### src/rtl/mpc_pkg.sv
// Shared definitions for the pad-mux configuration loader.
//   CFG_W_DEF    : default configuration width
//   FRAME_LEN    : serial frame length in bits
//   SYNC_PATTERN : header bits [7:5] of a valid frame
//   state_e      : loader FSM states
//   odd_parity   : parity bit that makes the configuration plus parity odd
package mpc_pkg;

  localparam int CFG_W_DEF = 4;
  localparam int FRAME_LEN = 8;
  localparam logic [2:0] SYNC_PATTERN = 3'b101;

  typedef enum logic [2:0] {
    IDLE,
    SHIFT,
    CHECK,
    DRAIN,
    SETTLE
  } state_e;

  function automatic logic odd_parity(input logic [CFG_W_DEF-1:0] data);
    return ~(^data);
  endfunction

endpackage

### src/rtl/mpc_sync.sv
// Multi-stage flop synchronizer for one asynchronous pad input.
//   clk, rst_n : clock, async active-low reset (clears the chain)
//   d          : asynchronous input
//   q          : synchronized output, SYNC_STAGES cycles behind d
module mpc_sync #(
  parameter int SYNC_STAGES = 2
) (
  input  logic clk,
  input  logic rst_n,
  input  logic d,
  output logic q
);

  logic [SYNC_STAGES-1:0] sync_q;
  logic [SYNC_STAGES-1:0] sync_d;

  always_comb begin
    sync_d = {sync_q[SYNC_STAGES-2:0], d};
  end

  always_ff @(posedge clk or negedge rst_n) begin
    if (!rst_n) begin
      sync_q <= '0;
    end else begin
      sync_q <= sync_d;
    end
  end

  assign q = sync_q[SYNC_STAGES-1];

endmodule

### src/rtl/mpc_cfg_loader.sv
// Serial configuration front end for the multi-project pad mux.
// Receives an 8-bit frame (3-bit header, configuration, odd parity) on three
// asynchronous pads and applies new configurations with a blanking window
// around the switch so no two macros drive a pad at once. The integration
// top ANDs every pad output enable with ~blank.
//   clk, rst_n     : clock, async active-low reset
//   cfg_*_pad      : serial clock, data, active-low frame select (async)
//   err_clr        : clears cfg_err (a simultaneous new error wins)
//   configuration  : current configuration for the pad mux
//   blank          : pad output-enable blanking
//   cfg_valid      : one-cycle pulse when a configuration takes effect
//   cfg_err        : sticky rejected-frame flag
//
// state  | meaning
// IDLE   | waiting for a frame-select falling edge
// SHIFT  | collecting bits on sclk rising edges
// CHECK  | one cycle: validate frame, choose reject / same / switch
// DRAIN  | blanked, old configuration still applied
// SETTLE | blanked, new configuration applied
module mpc_cfg_loader
  import mpc_pkg::*;
#(
  parameter int              CFG_W        = CFG_W_DEF,
  parameter int              SYNC_STAGES  = 2,
  parameter int              BLANK_CYCLES = 16,
  parameter logic [CFG_W-1:0] DEFAULT_CFG = '0
) (
  input  logic             clk,
  input  logic             rst_n,
  input  logic             cfg_sclk_pad,
  input  logic             cfg_sdata_pad,
  input  logic             cfg_csb_pad,
  input  logic             err_clr,
  output logic [CFG_W-1:0] configuration,
  output logic             blank,
  output logic             cfg_valid,
  output logic             cfg_err
);

  localparam int BCNT_W = $clog2(BLANK_CYCLES + 1);
  localparam logic [BCNT_W-1:0] BCNT_LOAD = BCNT_W'(BLANK_CYCLES - 1);
  localparam logic [3:0] CNT_FULL = 4'(FRAME_LEN);
  localparam logic [3:0] CNT_SAT  = 4'(FRAME_LEN + 1);

  logic sclk_s, sdata_s, csb_s;

  mpc_sync #(.SYNC_STAGES(SYNC_STAGES)) u_sync_sclk (
    .clk(clk), .rst_n(rst_n), .d(cfg_sclk_pad), .q(sclk_s));
  mpc_sync #(.SYNC_STAGES(SYNC_STAGES)) u_sync_sdata (
    .clk(clk), .rst_n(rst_n), .d(cfg_sdata_pad), .q(sdata_s));
  mpc_sync #(.SYNC_STAGES(SYNC_STAGES)) u_sync_csb (
    .clk(clk), .rst_n(rst_n), .d(cfg_csb_pad), .q(csb_s));

  state_e            state_q, state_d;
  logic              sclk_dly_q, sclk_dly_d;
  logic              csb_dly_q, csb_dly_d;
  logic [7:0]        shift_q, shift_d;
  logic [3:0]        cnt_q, cnt_d;
  logic [BCNT_W-1:0] bcnt_q, bcnt_d;
  logic [CFG_W-1:0]  cfg_q, cfg_d;
  logic              blank_q, blank_d;
  logic              valid_q, valid_d;
  logic              err_q, err_d;

  logic sclk_rise, csb_fall, csb_rise, frame_ok;

  always_comb begin
    sclk_rise = sclk_s & ~sclk_dly_q;
    csb_fall  = ~csb_s & csb_dly_q;
    csb_rise  = csb_s & ~csb_dly_q;
    frame_ok  = (cnt_q == CNT_FULL) && (shift_q[7:5] == SYNC_PATTERN) &&
                (shift_q[0] == odd_parity(shift_q[CFG_W:1]));

    sclk_dly_d = sclk_s;
    csb_dly_d  = csb_s;
    state_d    = state_q;
    shift_d    = shift_q;
    cnt_d      = cnt_q;
    bcnt_d     = bcnt_q;
    cfg_d      = cfg_q;
    blank_d    = blank_q;
    valid_d    = 1'b0;
    err_d      = err_q & ~err_clr;

    case (state_q)
      IDLE: begin
        if (csb_fall) begin
          shift_d = '0;
          cnt_d   = '0;
          state_d = SHIFT;
        end
      end
      SHIFT: begin
        if (csb_rise) begin
          state_d = CHECK;
        end else if (sclk_rise && !csb_s) begin
          shift_d = {shift_q[6:0], sdata_s};
          if (cnt_q != CNT_SAT) cnt_d = cnt_q + 4'd1;
        end
      end
      CHECK: begin
        state_d = IDLE;
        if (!frame_ok) begin
          err_d = 1'b1;
        end else if (shift_q[CFG_W:1] == cfg_q) begin
          valid_d = 1'b1;
        end else begin
          blank_d = 1'b1;
          bcnt_d  = BCNT_LOAD;
          state_d = DRAIN;
        end
      end
      DRAIN: begin
        if (bcnt_q == '0) begin
          cfg_d   = shift_q[CFG_W:1];
          bcnt_d  = BCNT_LOAD;
          state_d = SETTLE;
        end else begin
          bcnt_d = bcnt_q - 1'b1;
        end
      end
      SETTLE: begin
        if (bcnt_q == '0) begin
          blank_d = 1'b0;
          valid_d = 1'b1;
          state_d = IDLE;
        end else begin
          bcnt_d = bcnt_q - 1'b1;
        end
      end
      default: state_d = IDLE;
    endcase

    // A frame started while busy is dropped; its csb stays low, so IDLE
    // cannot see a fresh falling edge until the next frame.
    if (csb_fall && (state_q == CHECK || state_q == DRAIN || state_q == SETTLE)) begin
      err_d = 1'b1;
    end
  end

  always_ff @(posedge clk or negedge rst_n) begin
    if (!rst_n) begin
      state_q    <= IDLE;
      sclk_dly_q <= 1'b0;
      csb_dly_q  <= 1'b0;
      shift_q    <= '0;
      cnt_q      <= '0;
      bcnt_q     <= '0;
      cfg_q      <= DEFAULT_CFG;
      blank_q    <= 1'b0;
      valid_q    <= 1'b0;
      err_q      <= 1'b0;
    end else begin
      state_q    <= state_d;
      sclk_dly_q <= sclk_dly_d;
      csb_dly_q  <= csb_dly_d;
      shift_q    <= shift_d;
      cnt_q      <= cnt_d;
      bcnt_q     <= bcnt_d;
      cfg_q      <= cfg_d;
      blank_q    <= blank_d;
      valid_q    <= valid_d;
      err_q      <= err_d;
    end
  end

  assign configuration = cfg_q;
  assign blank         = blank_q;
  assign cfg_valid     = valid_q;
  assign cfg_err       = err_q;

endmodule

### config.mk
export PLATFORM = sky130hd
export DESIGN_NAME = mpc_cfg_loader
export DESIGN_NICKNAME = d
export VERILOG_FILES = /design/src/rtl/mpc_pkg.sv /design/src/rtl/mpc_sync.sv /design/src/rtl/mpc_cfg_loader.sv
export SDC_FILE = /design/constraint.sdc
export NUM_CORES = 1
export LEC_CHECK = 0
export ABC_AREA = 1
export ABC_CLOCK_PERIOD_IN_PS = 1400
export BUFFER_PORTS_ARGS = -buffer_cell sky130_fd_sc_hd__buf_2
export CAP_MARGIN = 20
export CORE_MARGIN = 3
export CORE_UTILIZATION = 45
export CTS_BUF_LIST = sky130_fd_sc_hd__clkbuf_2 sky130_fd_sc_hd__clkbuf_4 sky130_fd_sc_hd__clkbuf_8
export DETAILED_ROUTE_END_ITERATION = 16
export HOLD_SLACK_MARGIN = 0.06
export SETUP_SLACK_MARGIN = 0.05
export SLEW_MARGIN = 20
export SYNTH_ARGS = -nofsm -noshare
export SYNTH_HDL_FRONTEND = slang
export SYNTH_HIERARCHICAL = 1
export SYNTH_SLANG_ARGS = --single-unit
### constraint.sdc
create_clock -name clk -period 1.4 [get_ports clk]
set_clock_uncertainty 0.15 [all_clocks]
set_input_delay 0.14 -clock clk [delete_from_list [all_inputs] [get_ports clk]]
set_output_delay 0.14 -clock clk [all_outputs]
set_load 0.05 [all_outputs]
# Word level (Yosys, flattened, before mapping)
# Cells that the tools add are included.
# classes
shifts	0
reduce_logical	19
add_sub_neg	2
div_mod_pow	0
bitwise_logic	9
n_eq_ne	19
n_lt_le_gt_ge	0
n_mux	32
n_mul	0
# ops
cell	count
two-way mux 8 bit	3
two-way mux 5 bit	4
inequality test 2 bit (second input constant)	10
two-way mux 4 bit	4
case mux 8 bit (2 select lines)	1
AND reduction 4 bit	4
case mux 3 bit (5 select lines)	1
case mux 5 bit (3 select lines)	1
two-way mux 3 bit	4
two-way mux 1 bit	9
case mux 4 bit (2 select lines)	1
equality test 3 x 2 -> 1 bit (second input constant)	2
equality test 3 bit (second input constant)	2
logical NOT 5 bit	1
inverter 1 bit	5
AND reduction 5 bit	1
subtractor 5 x 1 -> 5 bit (second input constant)	1
adder 4 x 1 -> 4 bit (second input constant)	1
AND 1 bit	4
equality test 4 bit	1
equality test 4 bit (second input constant)	1
logical AND 1 bit	4
two-way mux 2 bit	2
inequality test 4 bit (second input constant)	1
other kinds (10)	13
# word_totals
ramBits	0
mem_bits_ro	0
latch_bits	0
mem_count	0
input_bits	6
ff_bits	35

# Depth between registers and ports, before layout
# Gate-level depths: netlist (run 1).
# depth
depth_word	7
ltp_mapped	11

# Modules after synthesis
# Netlist (run 1), hierarchy kept.
# modules_own_cells
mod	cells_per_inst	instances	area_per_inst_um2	seq_area_each_um2
mpc_cfg_loader	216	1	1664.1	725.7
mpc_sync	2	3	50.0	50.0

# Worst setup path after synthesis (run 1)
# No wires, ideal clock.
# synth_timing
path_type	reg-to-reg
startpoint	register cfg_q[1], in the netlist configuration[1]
endpoint	register bcnt_q[3]
synth_period_minus_slack_ns	1.574
stages_incl_launch_ff	10
arrival_ns	1.307
path_slack_ns	-0.174
path_buffers	0
setup_ns	0.117
cell_sequence	dfrtp_1 > inv_1 > nand2_1 > nand2_1 > nor2_1 > nand3_1 > nand2_1 > inv_2 > nand3_1 > nand2_1
# synth_between
elab_chain_cells	3
# synth_rtl
element	line	rtl
start: declaration	mpc_cfg_loader.sv:60	logic [CFG_W-1:0] cfg_q, cfg_d;
start signal: assignment	mpc_cfg_loader.sv:160	cfg_q <= cfg_d;
equality test 4 bit	mpc_cfg_loader.sv:105	end else if (shift_q[CFG_W:1] == cfg_q) begin
inequality test 2 bit (no line)	--	
AND reduction 4 bit (no line)	--	
end signal: assignment	mpc_cfg_loader.sv:159	bcnt_q <= bcnt_d;
end: declaration	mpc_cfg_loader.sv:59	logic [BCNT_W-1:0] bcnt_q, bcnt_d;
# No other way between the ends.
# A chain may end at the register's enable or synchronous reset.

# Final worst setup path (run 1)
# layout_timing
startpoint	register shift_q[2]
endpoint	register bcnt_q[0]
# layout_between
elab_chain_cells	6
word_cells_on_any_way	8
cone_classes	eq/ne (4); bitwise (1); reduce/logical (3)
# layout_rtl
element	line	rtl
start: declaration	mpc_cfg_loader.sv:57	logic [7:0] shift_q, shift_d;
start signal: assignment	mpc_cfg_loader.sv:157	shift_q <= shift_d;
XOR reduction 4 bit	mpc_pkg.sv:22	return ~(^data);
inverter 1 bit	mpc_pkg.sv:22	
equality test 1 bit	mpc_cfg_loader.sv:72	(shift_q[0] == odd_parity(shift_q[CFG_W:1]));
logical AND 1 bit	mpc_cfg_loader.sv:71	frame_ok = (cnt_q == CNT_FULL) && (shift_q[7:5] == SYNC_PATTERN) &&
inequality test 2 bit (no line)	--	
AND reduction 4 bit (no line) (*)	--	
# Mark *: on every way between the ends. The rest lies on a longest branch, timed or not.

==> results of run 1 <==
critical path, cell delays in order (launching register included):
cell     delay [ns]
dfrtp_1        0.44
buf_4          0.16
nand2_1        0.07
nand2_1        0.06
nor2_2         0.12
nand3_1        0.14
nand2_1        0.10
inv_2          0.08
nand3_1        0.11
nand2_2        0.06
timing repair:
item                                    in CTS  in global routing
pin swaps                                    6                 13
hold buffers                                 5                  0
resized for setup                           23                 41
endpoints found under the setup margin      26                 27
hold endpoints to repair                    39                  0
buffers inserted                             6                  9
where the power goes:
part / internal (W) / switching (W)
clock: 0.000539 / 0.000396
sequential: 0.00120 / 0.000156
combinational: 0.00114 / 0.00141
cells in the mapped netlist:
cell type	count
a21boi_1	1
a21oi_1	2
dfrtp_1	35
ha_1	5
inv_1	23
inv_2	8
inv_4	1
nand2_1	73
nand2_2	2
nand2_4	4
nand3_1	25
nand3_2	2
nand4_1	2
nor2_1	9
nor2_2	2
nor2_4	1
nor2_8	1
nor3_2	1
o211ai_1	1
o21ai_0	10
o21ai_1	2
o22ai_1	7
o31ai_2	1
xnor2_1	1
xor2_1	3
through the flow:
stage                     instance area, sq um  setup slack, ns  TNS [ns]
after floorplan                           1870          -0.0178   -0.0852
after global placement                    2270          -0.0881    -0.834
after detailed placement                  2270           -0.131     -1.36
after CTS                                 2580           -0.139     -1.48
after global routing                      2740           -0.307     -4.56
final                                     2740           -0.188     -2.22
flip-flops by register name, summed over array words and instances (netlist names), 2 cells and up:
register	flops
cnt_q	4
state_q	3
bcnt_q	5
u_sync_csb/sync_q	2
u_sync_sclk/sync_q	2
configuration	4
shift_q	8
u_sync_sdata/sync_q	2
per-layer routing:
| layer | GRT usage (%) | up-vias | share of wire [%] |
|---|---|---|---|
| met5 | 0 | - | 0 |
| met4 | 7.81 | 0 | 1.6 |
| li1 | - | 856 | - |
| met2 | 34.4 | 34 | 52 |
| met3 | 5.65 | 7 | 3.5 |
| met1 | 23.1 | 841 | 42 |
how the worst max path moves through the flow:
stage	depth (start not counted)	end	from	slack (ns)
6_report	9	bcnt_q[0]	shift_q[2]	-0.19
5_1_grt	11	bcnt_q[1]	shift_q[2]	-0.31
4_1_cts	11	bcnt_q[1]	shift_q[2]	-0.14
3_5_place_dp	11	bcnt_q[0]	shift_q[4]	-0.13
3_3_place_gp	9	bcnt_q[0]	cnt_q[1]	-0.09
2_1_floorplan	10	bcnt_q[2]	state_q[0]	-0.02
cell families (layout without fill, tap and decap cells):
family                   count (synthesis)  count (layout)  synth area share (%)
AND/OR/NAND/NOR                        122             122                  31.8
flip-flops                              35              35                  48.3
buffers and inverters                   32             105                  6.76
AO/OA/AOI/OAI                           24              24                  7.79
adder cells (fa/ha/maj)                  5               5                  3.45
XOR/XNOR                                 4               4                  1.93
cell type report:
class	instances	area share [%]
clock buffers	5	2.51
flip-flops and latches	35	32.3
well taps	48	2.19
repair buffers	65	18.6
clock inverters	3	1.74
multi-input cells	155	38.0
inverters	32	4.66
==> qor.txt, run 1 <==
Core ar.: 3770 sq um
post-detail-place hpwl: 2.99 mm
YS warnings: 6
final worst slack: -0.188 ns
Critical Path End Type: flip-flop
insertion delay to the later sink of the worst-skew pair: 0.29 ns
routed wire length: 4.58 mm
hold_sp: u_sync_sdata/sync_q[0]
max-slew violation count: 0
final cycle utilization of the critical path: 113%
max_cap viols: 0
Final Total Pwr: 0.00483 W
Post-DRT Antenna Nets: 0
Synth area leaders: dfrtp_1, nand2_1, nand3_1
Crit Path Category: reg -> reg
post-synthesis sequential area ratio: 48.3%
Routed WL per cell: 13.4 um
relative slew slack: 70.6%
WHS: 0.205 ns
IO Port Bufs: 12
fraction of layout cells with a size suffix above 1: 50.2%
CTS clk-pin slew, worst paths: 0.08 ns
clk sinks: 35
largest net degree at the start of global routing: 36
vias in the first global route: 1754
Die Ht: 69.5 um
Tmin final: 1.59 ns
crit start category: flip-flop
DRT Pass-1 Iters: 4
RR Startpoint: shift_q[2]
DP Cell Count: 318
CTS tree: done
initial antenna violation count: 0
VDD IR max: 0.818 mV
synth unique cells: 25
aggregate global routing overflow: 0
commonest non-fill, non-tap cell in the layout: nand2_1
Syn Std Cell Area: 1810 sq um
leakage: 1.33 nW
FMAX: 630 MHz
Std-Cell Rows: 22
Vias: 1738
CP Max Fanout: 6
first-pass GRT wire length: 7.65 mm
top-level port count: 13
initial core utilization: 48.1%
clk buf depth: 2
# fillers: 293
area of the multi-input gates: 1040 sq um
commonest cells after routing, fill and taps aside: nand2_1, buf_4, dfrtp_1
die width: 69.5 um
antenna cell count: 0
R2R Setup Slk: -0.19 ns
final cell count without fillers: 343
die area: 4830 sq um
Pwr Density: 1770 nW/um^2
Yosys top cell by area: dfrtp_1
Hold EP: u_sync_sdata/sync_q[1]
Area Overhead vs Synth: 50.8%
RSZ-0062 raised after global routing: true
number of CTS-inserted buffers: 5
Root Driver: clkbuf_8
vias per cell: 5.07
Storage cell area: 885 sq um
Min-Delay Path Class: reg -> reg
Yosys top cell area share: 48.3%
synthesized flop and latch total: 35
syn_nets: 233
hold depth: 0
CP required: 1.43 ns
H-tree levels: 2
status: finished with violations
First DRT Iteration DRCs: 147
final hold violations: 0
worst reg2reg path depth: 9
Final nets: 305
GP Congestion: 0.886
Slew @ Worst Pin: 0.441 ns
mean area per synthesized cell: 8.17 sq um
gr usage total: 19.9%
# setup viols final: 22
Arr. time, crit path: 1.62 ns
fin util: 72.6%
cells after synthesis: 222
failing checks: negative setup slack
Remaining DRCs: 0
r2r endpoint: bcnt_q[0]
(Power assumes the default switching activity.)
==> run 2: changes to the inputs <==
--- a/config.mk
+++ b/config.mk
@@ -14,6 +14,7 @@
 export CTS_BUF_LIST = sky130_fd_sc_hd__clkbuf_2 sky130_fd_sc_hd__clkbuf_4 sky130_fd_sc_hd__clkbuf_8
 export DETAILED_ROUTE_END_ITERATION = 16
 export HOLD_SLACK_MARGIN = 0.06
+export RECOVER_POWER = 25
 export SETUP_SLACK_MARGIN = 0.05
 export SLEW_MARGIN = 20
 export SYNTH_ARGS = -nofsm -noshare
==> run 2 against run 1 <==
  * The run still ends with negative setup slack left
  * Global-route usage did not move
  * Critical path depth did not move
  * Final cell count did not move
  * Sequential share of layout area barely moved
  * Sequential power barely moved
  * Core utilization fell by 0.066 points
  * Highest routed layer unchanged
==> qor.txt, run 2 (same netlist as run 1, synthesis figures left out) <==
status: finished with violations
failing checks: negative setup slack
IO Port Bufs: 12 (unchanged)
CTS clk-pin slew, worst paths: 0.08 ns (about the same)
Final nets: 305 (unchanged)
max_cap viols: 0 (unchanged)
aggregate global routing overflow: 0 (unchanged)
WP depth: 9 (unchanged)
post-route setup TNS: -2.22 ns (+0.000130 ns)
VDD IR max: 0.818 mV (unchanged)
final cycle utilization of the critical path: 113% (about the same)
commonest non-fill, non-tap cell in the layout: nand2_1
gr usage total: 19.9% (unchanged)
insertion delay to the later sink of the worst-skew pair: 0.29 ns (about the same)
initial antenna violation count: 0 (unchanged)
number of CTS-inserted buffers: 5 (unchanged)
DRT Pass-1 Iters: 4 (unchanged)
final hold violations: 0 (unchanged)
largest net degree at the start of global routing: 36 (unchanged)
Worst path max stage delay: 0.44 ns (about the same)
Die Ht: 69.5 um (unchanged)
FMAX: 630 MHz (about the same)
clk sinks: 35 (unchanged)
clk buf depth: 2 (unchanged)
routed wire length: 4.58 mm (unchanged)
sequence of cells on the critical path: buf_4, nand2_1, nand2_1, nor2_2, nand3_1, nand2_1, inv_2, nand3_1, nand2_2
first-pass GRT wire length: 7.65 mm (unchanged)
Storage cell area: 885 sq um (unchanged)
# setup viols final: 22 (unchanged)
WP buf/inv: 2 (unchanged)
Vias: 1738 (unchanged)
top-level port count: 13 (unchanged)
crit start category: flip-flop
Slew @ Worst Pin: 0.770 ns (+0.329 ns)
area of the multi-input gates: 1040 sq um (unchanged)
vias per cell: 5.07 (unchanged)
Std-Cell Rows: 22 (unchanged)
Routed WL per cell: 13.4 um (unchanged)
CTS tree: done
# fillers: 294 (+0.34%)
Area Overhead vs Synth: 50.7% (about the same)
most used cell, CP: nand2_1
final worst slack: -0.188 ns (+0.0000250 ns)
max-slew violation count: 0 (unchanged)
commonest cells after routing, fill and taps aside: nand2_1, buf_4, dfrtp_1
Root Driver: clkbuf_8
CP required: 1.43 ns (about the same)
First DRT Iteration DRCs: 147 (unchanged)
registers with the most flip-flops: shift_q (8), bcnt_q (5)
Min-Delay Path Class: reg -> reg
Remaining DRCs: 0 (unchanged)
Pwr Density: 1770 nW/um^2 (about the same)
leakage: 1.33 nW (about the same)
H-tree levels: 2 (unchanged)
vias in the first global route: 1754 (unchanged)
Tmin final: 1.59 ns (-0.0000250 ns)
DP Cell Count: 318 (unchanged)
Largest Register: shift_q
Arr. time, crit path: 1.62 ns (about the same)
fraction of layout cells with a size suffix above 1: 50.2% (unchanged)
die area: 4830 sq um (unchanged)
Crit Path Category: reg -> reg
RSZ-0062 raised after global routing: true
post-detail-place hpwl: 2.99 mm (unchanged)
GP Congestion: 0.886 (unchanged)
Post-DRT Antenna Nets: 0 (unchanged)
die width: 69.5 um (unchanged)
Crit-path slowest cell: dfrtp_1
family with the most delay on the worst path: simple AND/OR/NAND/NOR gates
CP Max Fanout: 6 (unchanged)
hold depth: 0 (unchanged)
relative slew slack: 48.7% (-22 points)
antenna cell count: 0 (unchanged)
max reg flops: 8 (unchanged)
initial core utilization: 48.1% (unchanged)
worst reg2reg path depth: 9 (unchanged)
Critical Path End Type: flip-flop
final cell count without fillers: 343 (unchanged)
Core ar.: 3770 sq um (unchanged)
==> run 2: cell counts in the layout (fill, tap and decap cells not counted) <==
No cell type changed its count.
==> run 2: per-stage QoR <==
stage | setup slack [ns] | cell area [sq um] | hold WS (ns) | total power (W) | util, %
5_1_grt | -0.307 | 2730 | 0.213 | 0.00522 | 72.5
6_report | -0.188 | 2730 | 0.205 | 0.00483 | 72.5
3_3_place_gp | -0.0881 | 2270 | 0.0454 | 0.00330 | 60.3
2_1_floorplan | -0.0178 | 1870 | -0.306 | 0.00260 | -
4_1_cts | -0.139 | 2580 | 0.208 | 0.00458 | 68.5
3_5_place_dp | -0.131 | 2270 | 0.0531 | 0.00338 | 60.3
==> run 2: layout make-up <==
cell class / count / area share, %
clock buffers: 5 / 2.52
clock inverters: 3 / 1.74
inverters: 32 / 4.67
multi-input cells: 155 / 38.0
flip-flops and latches: 35 / 32.4
well taps: 48 / 2.20
repair buffers: 65 / 18.5
==> run 2: layer usage <==
metal	global-route usage (%)	share of wire, %
met1	23.1	42
met2	34.4	52
met3	5.65	3.6
met4	7.81	1.6
met5	0	0
==> run 2: worst paths after layout <==
check	from	to	slack, ns
worst min-delay path	u_sync_sdata/sync_q[0]	u_sync_sdata/sync_q[1]	0.20
worst max register to register	shift_q[2]	bcnt_q[0]	-0.19
min in group asynchronous	rst_n	configuration[2]	0.38
worst max-delay path	shift_q[2]	bcnt_q[0]	-0.19
max in group asynchronous	rst_n	shift_q[4]	0.19
worst min register to register	u_sync_sdata/sync_q[0]	u_sync_sdata/sync_q[1]	0.20
==> run 2: report_power, final <==
part	leakage (nW)	switching (W)	internal, W
registers	0.442	0.000156	0.00120
clock network	0.0587	0.000396	0.000539
logic	0.831	0.00141	0.00114
total	1.33	0.00196	0.00288
==> run 2: what timing repair did <==
item | in CTS | in global routing
gates resized for setup | 23 | 41
endpoints found under the setup margin | 26 | 27
setup buffers | 6 | 9
pin swaps | 6 | 13
endpoints found under the hold margin | 39 | 0
hold buffers | 5 | 0
